===== config.mk =====
export PLATFORM = sky130hd
export DESIGN_NAME = uart_tx_fifo_if_flat
export DESIGN_NICKNAME = d
export VERILOG_FILES = /design/src/rtl/uart_tx_fifo_if_if.sv /design/src/rtl/uart_tx_fifo_if.sv /design/src/flat_wrapper.sv
export SDC_FILE = /design/constraint.sdc
export NUM_CORES = 1
export LEC_CHECK = 0
export ABC_AREA = 1
export BUFFER_PORTS_ARGS = -buffer_cell sky130_fd_sc_hd__buf_4
export CAP_MARGIN = 20
export CORE_MARGIN = 4
export CORE_UTILIZATION = 40
export DETAILED_ROUTE_END_ITERATION = 8
export GPL_TIMING_DRIVEN = 0
export PLACE_DENSITY_LB_ADDON = 0.3
export SETUP_SLACK_MARGIN = 0.1
export SYNTH_ARGS = -nofsm -noshare
export SYNTH_HDL_FRONTEND = slang
export SYNTH_SLANG_ARGS = --single-unit

===== constraint.sdc =====
create_clock -name clk -period 4.5 [get_ports clk]
set_clock_uncertainty 0.15 [all_clocks]
set_input_delay 0.45 -clock clk [delete_from_list [all_inputs] [get_ports clk]]
set_output_delay 0.45 -clock clk [all_outputs]
set_load 0.1 [all_outputs]

===== src/rtl/uart_tx_fifo_if_if.sv =====
// Interface between the TX FIFO (master side) and the UART transmitter (slave side).
// The FIFO side provides the first-word-fall-through head word and its empty flag.
// The transmitter side returns the pop strobe, the serial line and the frame status.
interface uart_tx_fifo_if_if #(
  parameter int DBIT = 8
);
  logic            tx_empty;
  logic [DBIT-1:0] tx_data;
  logic            tx_rd;
  logic            o_tx;
  logic            tx_busy;
  logic            tx_done_tick;

  modport master (
    output tx_empty, tx_data,
    input  tx_rd, o_tx, tx_busy, tx_done_tick
  );

  modport slave (
    input  tx_empty, tx_data,
    output tx_rd, o_tx, tx_busy, tx_done_tick
  );
endinterface


===== src/rtl/uart_tx_fifo_if.sv =====
// UART transmitter fed by a first-word-fall-through FIFO.
// Frame: start bit, DBIT data bits LSB first, stop of SB_TICK oversample ticks.
// Every bit lasts 16 oversample ticks, and each tick lasts BAUD_DVSR clk.
// The baud counter is held in IDLE so that each frame starts phase-aligned.
// Optional macro UART_TX_PARITY_EN adds an even-parity bit between the data and the stop bit.
module uart_tx_fifo_if #(
  parameter int DBIT      = 8,
  parameter int SB_TICK   = 16,
  parameter int BAUD_DVSR = 163
) (
  input logic          clk,
  input logic          reset_n,
  uart_tx_fifo_if_if.slave tx_if
);

  localparam int CW = (BAUD_DVSR > 1) ? $clog2(BAUD_DVSR) : 1;
  localparam int SW = (SB_TICK > 16) ? $clog2(SB_TICK) : 4;
  localparam int NW = (DBIT > 1) ? $clog2(DBIT) : 1;

  localparam logic [CW-1:0] CNT_LAST    = CW'(BAUD_DVSR - 1);
  localparam logic [SW-1:0] S_BIT_LAST  = SW'(15);
  localparam logic [SW-1:0] S_STOP_LAST = SW'(SB_TICK - 1);
  localparam logic [NW-1:0] N_LAST      = NW'(DBIT - 1);

`ifdef UART_TX_PARITY_EN
  typedef enum logic [2:0] {
    IDLE   = 3'd0,
    START  = 3'd1,
    DATA   = 3'd2,
    STOP   = 3'd3,
    PARITY = 3'd4
  } state_t;
`else
  typedef enum logic [1:0] {
    IDLE  = 2'd0,
    START = 2'd1,
    DATA  = 2'd2,
    STOP  = 2'd3
  } state_t;
`endif

  state_t          state_q, state_d;
  logic [CW-1:0]   cnt_q;
  logic [SW-1:0]   s_q, s_d;
  logic [NW-1:0]   n_q, n_d;
  logic [DBIT-1:0] b_q, b_d;
  logic            tx_q, tx_d;
  logic            s_tick;
  logic            rd;
  logic            done;
`ifdef UART_TX_PARITY_EN
  logic            par_q, par_d;
`endif

  // Oversample tick: only meaningful while a frame is in flight.
  assign s_tick = (state_q != IDLE) && (cnt_q == CNT_LAST);

  // Baud counter: free-runs 0..BAUD_DVSR-1 during a frame, parked at 0 in IDLE.
  always_ff @(posedge clk or negedge reset_n) begin
    if (!reset_n) begin
      cnt_q <= '0;
    end else if (state_q == IDLE || cnt_q == CNT_LAST) begin
      cnt_q <= '0;
    end else begin
      cnt_q <= cnt_q + 1'b1;
    end
  end

  // Frame state, tick/bit counters, shift register and the registered line.
  always_ff @(posedge clk or negedge reset_n) begin
    if (!reset_n) begin
      state_q <= IDLE;
      s_q     <= '0;
      n_q     <= '0;
      b_q     <= '0;
      tx_q    <= 1'b1;
`ifdef UART_TX_PARITY_EN
      par_q   <= 1'b0;
`endif
    end else begin
      state_q <= state_d;
      s_q     <= s_d;
      n_q     <= n_d;
      b_q     <= b_d;
      tx_q    <= tx_d;
`ifdef UART_TX_PARITY_EN
      par_q   <= par_d;
`endif
    end
  end

  // Next-state logic; pop strobe and done tick are decoded from the current state.
  always_comb begin
    state_d = state_q;
    s_d     = s_q;
    n_d     = n_q;
    b_d     = b_q;
    tx_d    = tx_q;
    rd      = 1'b0;
    done    = 1'b0;
`ifdef UART_TX_PARITY_EN
    par_d   = par_q;
`endif
    case (state_q)
      IDLE: begin
        // The FIFO head is popped the very clk it becomes available.
        rd = reset_n & ~tx_if.tx_empty;
        if (rd) begin
          b_d     = tx_if.tx_data;
          s_d     = '0;
          state_d = START;
          tx_d    = 1'b0;
`ifdef UART_TX_PARITY_EN
          par_d   = ^tx_if.tx_data;
`endif
        end
      end
      START: begin
        if (s_tick) begin
          if (s_q == S_BIT_LAST) begin
            s_d     = '0;
            n_d     = '0;
            state_d = DATA;
            tx_d    = b_q[0];
          end else begin
            s_d = s_q + 1'b1;
          end
        end
      end
      DATA: begin
        if (s_tick) begin
          if (s_q == S_BIT_LAST) begin
            s_d = '0;
            b_d = b_q >> 1;
            if (n_q == N_LAST) begin
`ifdef UART_TX_PARITY_EN
              state_d = PARITY;
              tx_d    = par_q;
`else
              state_d = STOP;
              tx_d    = 1'b1;
`endif
            end else begin
              n_d  = n_q + 1'b1;
              tx_d = b_d[0];
            end
          end else begin
            s_d = s_q + 1'b1;
          end
        end
      end
`ifdef UART_TX_PARITY_EN
      PARITY: begin
        if (s_tick) begin
          if (s_q == S_BIT_LAST) begin
            s_d     = '0;
            state_d = STOP;
            tx_d    = 1'b1;
          end else begin
            s_d = s_q + 1'b1;
          end
        end
      end
`endif
      STOP: begin
        tx_d = 1'b1;
        if (s_tick) begin
          if (s_q == S_STOP_LAST) begin
            done    = 1'b1;
            state_d = IDLE;
          end else begin
            s_d = s_q + 1'b1;
          end
        end
      end
      default: begin
        state_d = IDLE;
      end
    endcase
  end

  assign tx_if.tx_rd        = rd;
  assign tx_if.o_tx         = tx_q;
  assign tx_if.tx_busy      = (state_q != IDLE);
  assign tx_if.tx_done_tick = done;

endmodule

===== src/flat_wrapper.sv =====
// flat-port wrapper written by rule: the top's interface ports become plain ports
module uart_tx_fifo_if_flat 
#(
  parameter int DBIT      = 8,
  parameter int SB_TICK   = 16,
  parameter int BAUD_DVSR = 163
)
  (clk, reset_n, tx_if_tx_empty, tx_if_tx_data, tx_if_tx_rd, tx_if_o_tx, tx_if_tx_busy, tx_if_tx_done_tick);
  uart_tx_fifo_if_if #(.DBIT(DBIT)) tx_if_i ();
  input logic clk;
  input logic reset_n;
  input wire logic [$bits(tx_if_i.tx_empty)-1:0] tx_if_tx_empty;
  input wire logic [$bits(tx_if_i.tx_data)-1:0] tx_if_tx_data;
  output wire logic [$bits(tx_if_i.tx_rd)-1:0] tx_if_tx_rd;
  output wire logic [$bits(tx_if_i.o_tx)-1:0] tx_if_o_tx;
  output wire logic [$bits(tx_if_i.tx_busy)-1:0] tx_if_tx_busy;
  output wire logic [$bits(tx_if_i.tx_done_tick)-1:0] tx_if_tx_done_tick;
  assign tx_if_i.tx_empty = tx_if_tx_empty;
  assign tx_if_i.tx_data = tx_if_tx_data;
  assign tx_if_tx_rd = tx_if_i.tx_rd;
  assign tx_if_o_tx = tx_if_i.o_tx;
  assign tx_if_tx_busy = tx_if_i.tx_busy;
  assign tx_if_tx_done_tick = tx_if_i.tx_done_tick;
  uart_tx_fifo_if #(.DBIT(DBIT), .SB_TICK(SB_TICK), .BAUD_DVSR(BAUD_DVSR)) u_core (.clk(clk), .reset_n(reset_n), .tx_if(tx_if_i));
endmodule

Word-level counts from Yosys, hierarchy flattened
Index checks and enable logic that the tools add are counted.

Flip-flop bits (word level): 26. Latch bits: 0. Bits in writable memories: 0. ROM bits: 0. Input bits: 11. Output and inout port bits: 4. Logic and storage cells: 77. Memories kept: 0.

Add/subtract/negate cells: 3. Multipliers: 0. Divide/modulo/power cells: 0. Magnitude comparators: 0. Equal/unequal tests: 17. Shifts and indexed selects: 0. Muxes and demuxes: 37. Bitwise gates (word level): 2. Reductions and logical operators: 12.

Operators by type and width (number): 2-to-1 mux 8 bit (4); 2-to-1 mux 4 bit (5); 2-to-1 mux 2 bit (8); inequality test 2 x 1 -> 1 bit, second input constant (8); one-hot mux 8 bit (2 select lines) (1); 2-to-1 mux 3 bit (5); one-hot mux 4 bit (3 select lines) (1); 2-to-1 mux 1 bit (10); adder 8 x 1 -> 8 bit, second input constant (1); equality test 8 bit, second input constant (1); one-hot mux 2 bit (4 select lines) (1); AND reduction 4 bit (2); AND reduction 8 bit (1); inequality test 2 bit, second input constant (3); one-hot mux 3 bit (2 select lines) (1); AND reduction 6 bit (1); nonzero test 2 bit (3); AND reduction 5 bit (1); adder 4 x 1 -> 4 bit, second input constant (1); equality test 2 bit, second input constant (2); equality test 4 bit, second input constant (1); one-hot mux 1 bit (4 select lines) (1); adder 3 x 1 -> 3 bit, second input constant (1); equality test 3 bit, second input constant (1); other kinds (7) (7).

Longest topological paths before layout
Depth after elaboration: 5. Gate-level depth with buffers: 10. Depth with buffers taken out: 10.

Worst setup path before layout
OpenSTA, ideal clock, no wires.

Path kind: register to output. Start: register u_core.state_q[0]. End: output tx_if_tx_rd. Data arrival time: 3.111 ns. Required time: 3.900 ns. Slack: 0.789 ns. Stages on the path, launching flop included: 5. Buffers on the path: 0. Cell sequence: dfrtp_1 > inv_1 > ha_1 > inv_2 > nor3_1.

Longest elaborated chain between the ends: 2.

Ends and longest elaborated chain: from (decl) (RTL line uart_tx_fifo_if.sv:42) `state_t state_q, state_d;`; from (signal assigned) (RTL line uart_tx_fifo_if.sv:81) `state_q <= state_d;`; logical NOT 2 bit (RTL line uart_tx_fifo_if.sv:104) `case (state_q)`; 2-to-1 mux 1 bit (RTL line uart_tx_fifo_if.sv:104); to (decl) (RTL line flat_wrapper.sv:14) `output wire logic [$bits(tx_if_i.tx_rd)-1:0] tx_if_tx_rd;`.

No other way between the ends.

Final worst setup path
Start: input reset_n. End: output tx_if_tx_rd.

Longest elaborated chain between the ends: 2.

Ends and longest elaborated chain: from (decl) (RTL line flat_wrapper.sv:11) `input logic reset_n;`; bitwise AND 1 bit (RTL line uart_tx_fifo_if.sv:107) `rd = reset_n & ~tx_if.tx_empty;`; 2-to-1 mux 1 bit (RTL line uart_tx_fifo_if.sv:104).

No other way between the ends.

==> out/qor.csv <==
stage,metric,value,unit
global_route,met2 routing resource usage after global routing,21.83,%
setup_path,Crit path arrival time,1870,ps
finish,Layout Area Growth over Synthesis,14.57,%
floorplan,vertical extent of the die,70.86,um
setup_path,startpoint of the most critical register-to-register path,u_core.state_q[0],
route,remaining antenna violation count,0,
place,buffers added on ports,14,
finish,NumNets Final,241,
timing,final critical-path share of the clock period,54.96,%
job,max capacitance violation total,0,
power_and_ir_drop,worst supply voltage drop on vdd,0.2558,mV
global_route,number of antenna violations at the first check in global routing,0,
clocking,Max H-tree Level,1,
power_and_ir_drop,Pleak,0.9466,nW
worst_hold_path,critical hold path startpoint,tx_if_tx_data[7],
global_route,met1 Track Usage GR,16.06,%
synth,synthesized area per cell,7.862,um2
route,drt drc,0,
setup_path,type of the setup path with the least slack,input pin to primary output,
timing,measured slew at the worst slew-check pin,343.2,ps
synth,Netlist Area Pre-Place,0.001580,mm2
timing,fin crit period,2473,ps
floorplan,overall die area,0.005020,mm2
clocking,worst skew pair latency,270,ps
route,average wire per cell in the routed design,10.50,um
finish,fraction of final layout cells sized beyond drive strength 1,21.82,%
route,drt first pass iters,4,
finish,share of the core filled with cells in the final layout,48.36,%
synth,Synthesized Nets,221,
timing,final hold violation count,0,
clocking,clock buffer count from CTS,3,
floorplan,width of the chip,70.86,um
finish,diodes inserted,0,
timing,peak clock frequency supported by timing,0.4043,GHz
floorplan,starting density of the core,42.21,%
setup_path,type of destination of the critical path,primary output,
synth,share of the yosys chip area belonging to registers,41.25,%
route,average vias per placed instance,4.743,
setup_path,worst endpoint required time,3900,ps
global_route,met3 global-route usage,3.551,%
global_route,GR Overflow Total,0,
place,placed cell count,263,
worst_hold_path,WHS Path Cells,3,
setup_path,R2R depth,9,
timing,Setup-failing EPs final,0,
setup_path,capture instance of the worst register-to-register path,u_core.state_q[1],
finish,Non-Filler Instances,268,
floorplan,placeable core area,0.003744,mm2
synth,register bit count reported by yosys,26,
global_route,first-pass GRT wire length,5244,um
setup_path,"Max FO, Critical Path",27,
finish,area of combinational cells with multiple inputs,830.8,um2
clocking,setup bufs post-CTS,0,
synth,Cell variety after synth,29,
clocking,Longest Clk Path Bufs,2,
clocking,clock slew at the register clock pins of the worst setup and hold paths,90,ps
run_status,status,completed,
worst_hold_path,Hold EP,u_core.b_q[7],
route,iteration-0 DRC count of the detailed router,17,
finish,footprint of the flip-flops and latches,651.9,um2
worst_hold_path,path class of the lowest-slack min-delay path,input pin to register,
global_route,overall routing resource usage,12.63,%
place,HPWL reported at the end of detailed placement,2113,um
synth,Synthesis Warnings,0,
synth,cell count after synthesis,201,
route,final wirelength,2813,um
global_route,highest-utilization routing layer at the global route stage,met2,
setup_path,type of origin of the critical path,input pin,
finish,total of fill cells in the finished design,391,
floorplan,num rows,22,
place,Placement Setup Slack,2352,ps
setup_path,"reg-to-reg slack, setup",2720,ps
timing,relative max-transition margin,77.12,%
clocking,clock tree from TritonCTS,built,
floorplan,number of top-level pins,15,
timing,final number of max-transition violations,0,
route,via count of the routed design,1271,
timing,unrepaired setup endpoints after global routing,false,
clocking,# clock sinks,26,
global_route,via count of the first global-routing pass,1225,
clocking,clock tree root buffer cell,clkbuf_8,
power_and_ir_drop,power per unit of standard cell area,604.5,mW/mm2
place,GP Congestion,0.8027,
timing,final sum of negative setup slack,0,ps
global_route,maximum number of pins on one net before global-route repair,28,
timing,final worst-path setup slack,2027,ps
setup_path,origin of the worst setup path,reset_n,
## logic make-up (layout without fill, tap and decap cells)
family                   Yosys count  after routing  synth area share, %
adder cells (fa/ha/maj)            9              9                7.126
AND/OR/NAND/NOR                  124            124                37.85
buffers and inverters             25             44                6.176
AO/OA/AOI/OAI                     15             15                6.493
flip-flops                        26             26                41.25
XOR/XNOR                           2              2                1.109
## sequential cells by signal (all words and copies together) (netlist names)
signal and cells:
u_core.n_q 3, u_core.b_q 8, u_core.state_q 2, u_core.cnt_q 8, u_core.tx_if.o_tx 1, u_core.s_q 4
## metrics by stage
stage / total power [mW] / cell area (um2) / hold slack, ps
after detailed placement: 0.9554 / 1745 / 238.3
after CTS: 1.113 / 1810 / 292.3
after global placement: 0.9508 / 1745 / 238.9
after floorplan: 0.8315 / 1580 / 4.409
final: 1.095 / 1810 / 297.6
after global routing: 1.214 / 1810 / 294.3
## worst max path at each step
stage	to	slack (ps)	cells past startpoint
2_1_floorplan	tx_if_tx_rd	790	4
3_3_place_gp	tx_if_tx_done_tick	2370	6
3_5_place_dp	tx_if_tx_done_tick	2350	6
4_1_cts	tx_if_tx_rd	1980	5
5_1_grt	tx_if_tx_rd	1850	5
6_report	tx_if_tx_rd	2030	5
## worst max-delay path: stages
cell and delay [ps]:
dlygate4sd3_1 530, buf_4 320, inv_1 110, nor3_1 140, buf_4 310
## metal layers
metal	vias to the layer above	share of wire (%)
met5	-	0
met4	0	0.60
met3	5	4.0
met2	15	47
met1	576	48
li1	675	-
## cells in the final DEF (no fill, tap or decap), types with 2 or more instances in the layout
master,count
inv_1,14
nand3_1,18
buf_2,2
a21oi_1,6
nand2_4,2
nor2_1,15
clkbuf_8,4
nor2_4,3
o21ai_2,2
nand3_2,2
nand4_1,2
ha_1,9
buf_4,14
dfrtp_1,25
inv_2,8
o21ai_1,3
nor3b_1,5
nand2_1,68
nand2_2,5
## cell usage after synthesis (all sizes together)
cell	number	area share, %
nand2	75	20
dfrtp	25	40
inv	22	5.2
nand3	20	7.0
nor2	19	6.1
ha	9	7.1
a21oi	7	2.5
o21ai	6	2.4
nor3b	5	2.4
nand4	3	2.1
buf	2	0.63
a211oi	1	0.48
clkinv	1	0.32
dfstp	1	1.7
nor3	1	0.32
o21bai	1	1.2
or2	1	0.40
xnor2	1	0.55
xor2	1	0.55
## area by class of cell
type,instances,share of cell area [%]
Multi-Input combinational cell,150,45.89
Sequential cell,26,36.01
Timing Repair Buffer,15,6.358
Inverter,23,4.838
Tap cell,48,3.317
Clock buffer,4,3.041
Buffer,2,0.5529
## power by group
group | switching (mW) | total (mW) | leakage (nW) | internal (mW)
clock | 0.0740 | 0.152 | 0.0288 | 0.0783
combinational | 0.408 | 0.592 | 0.578 | 0.184
sequential | 0.0461 | 0.350 | 0.340 | 0.304
## repair_timing
| item | 4_1_cts | 5_1_grt |
|---|---|---|
| hold buffers | 1 | 0 |
| setup endpoints to repair | 0 | 0 |
| hold endpoints to repair | 25 | 0 |
| gates resized for setup | 0 | 0 |
No activity file was read; power rests on OpenSTA's default activity.
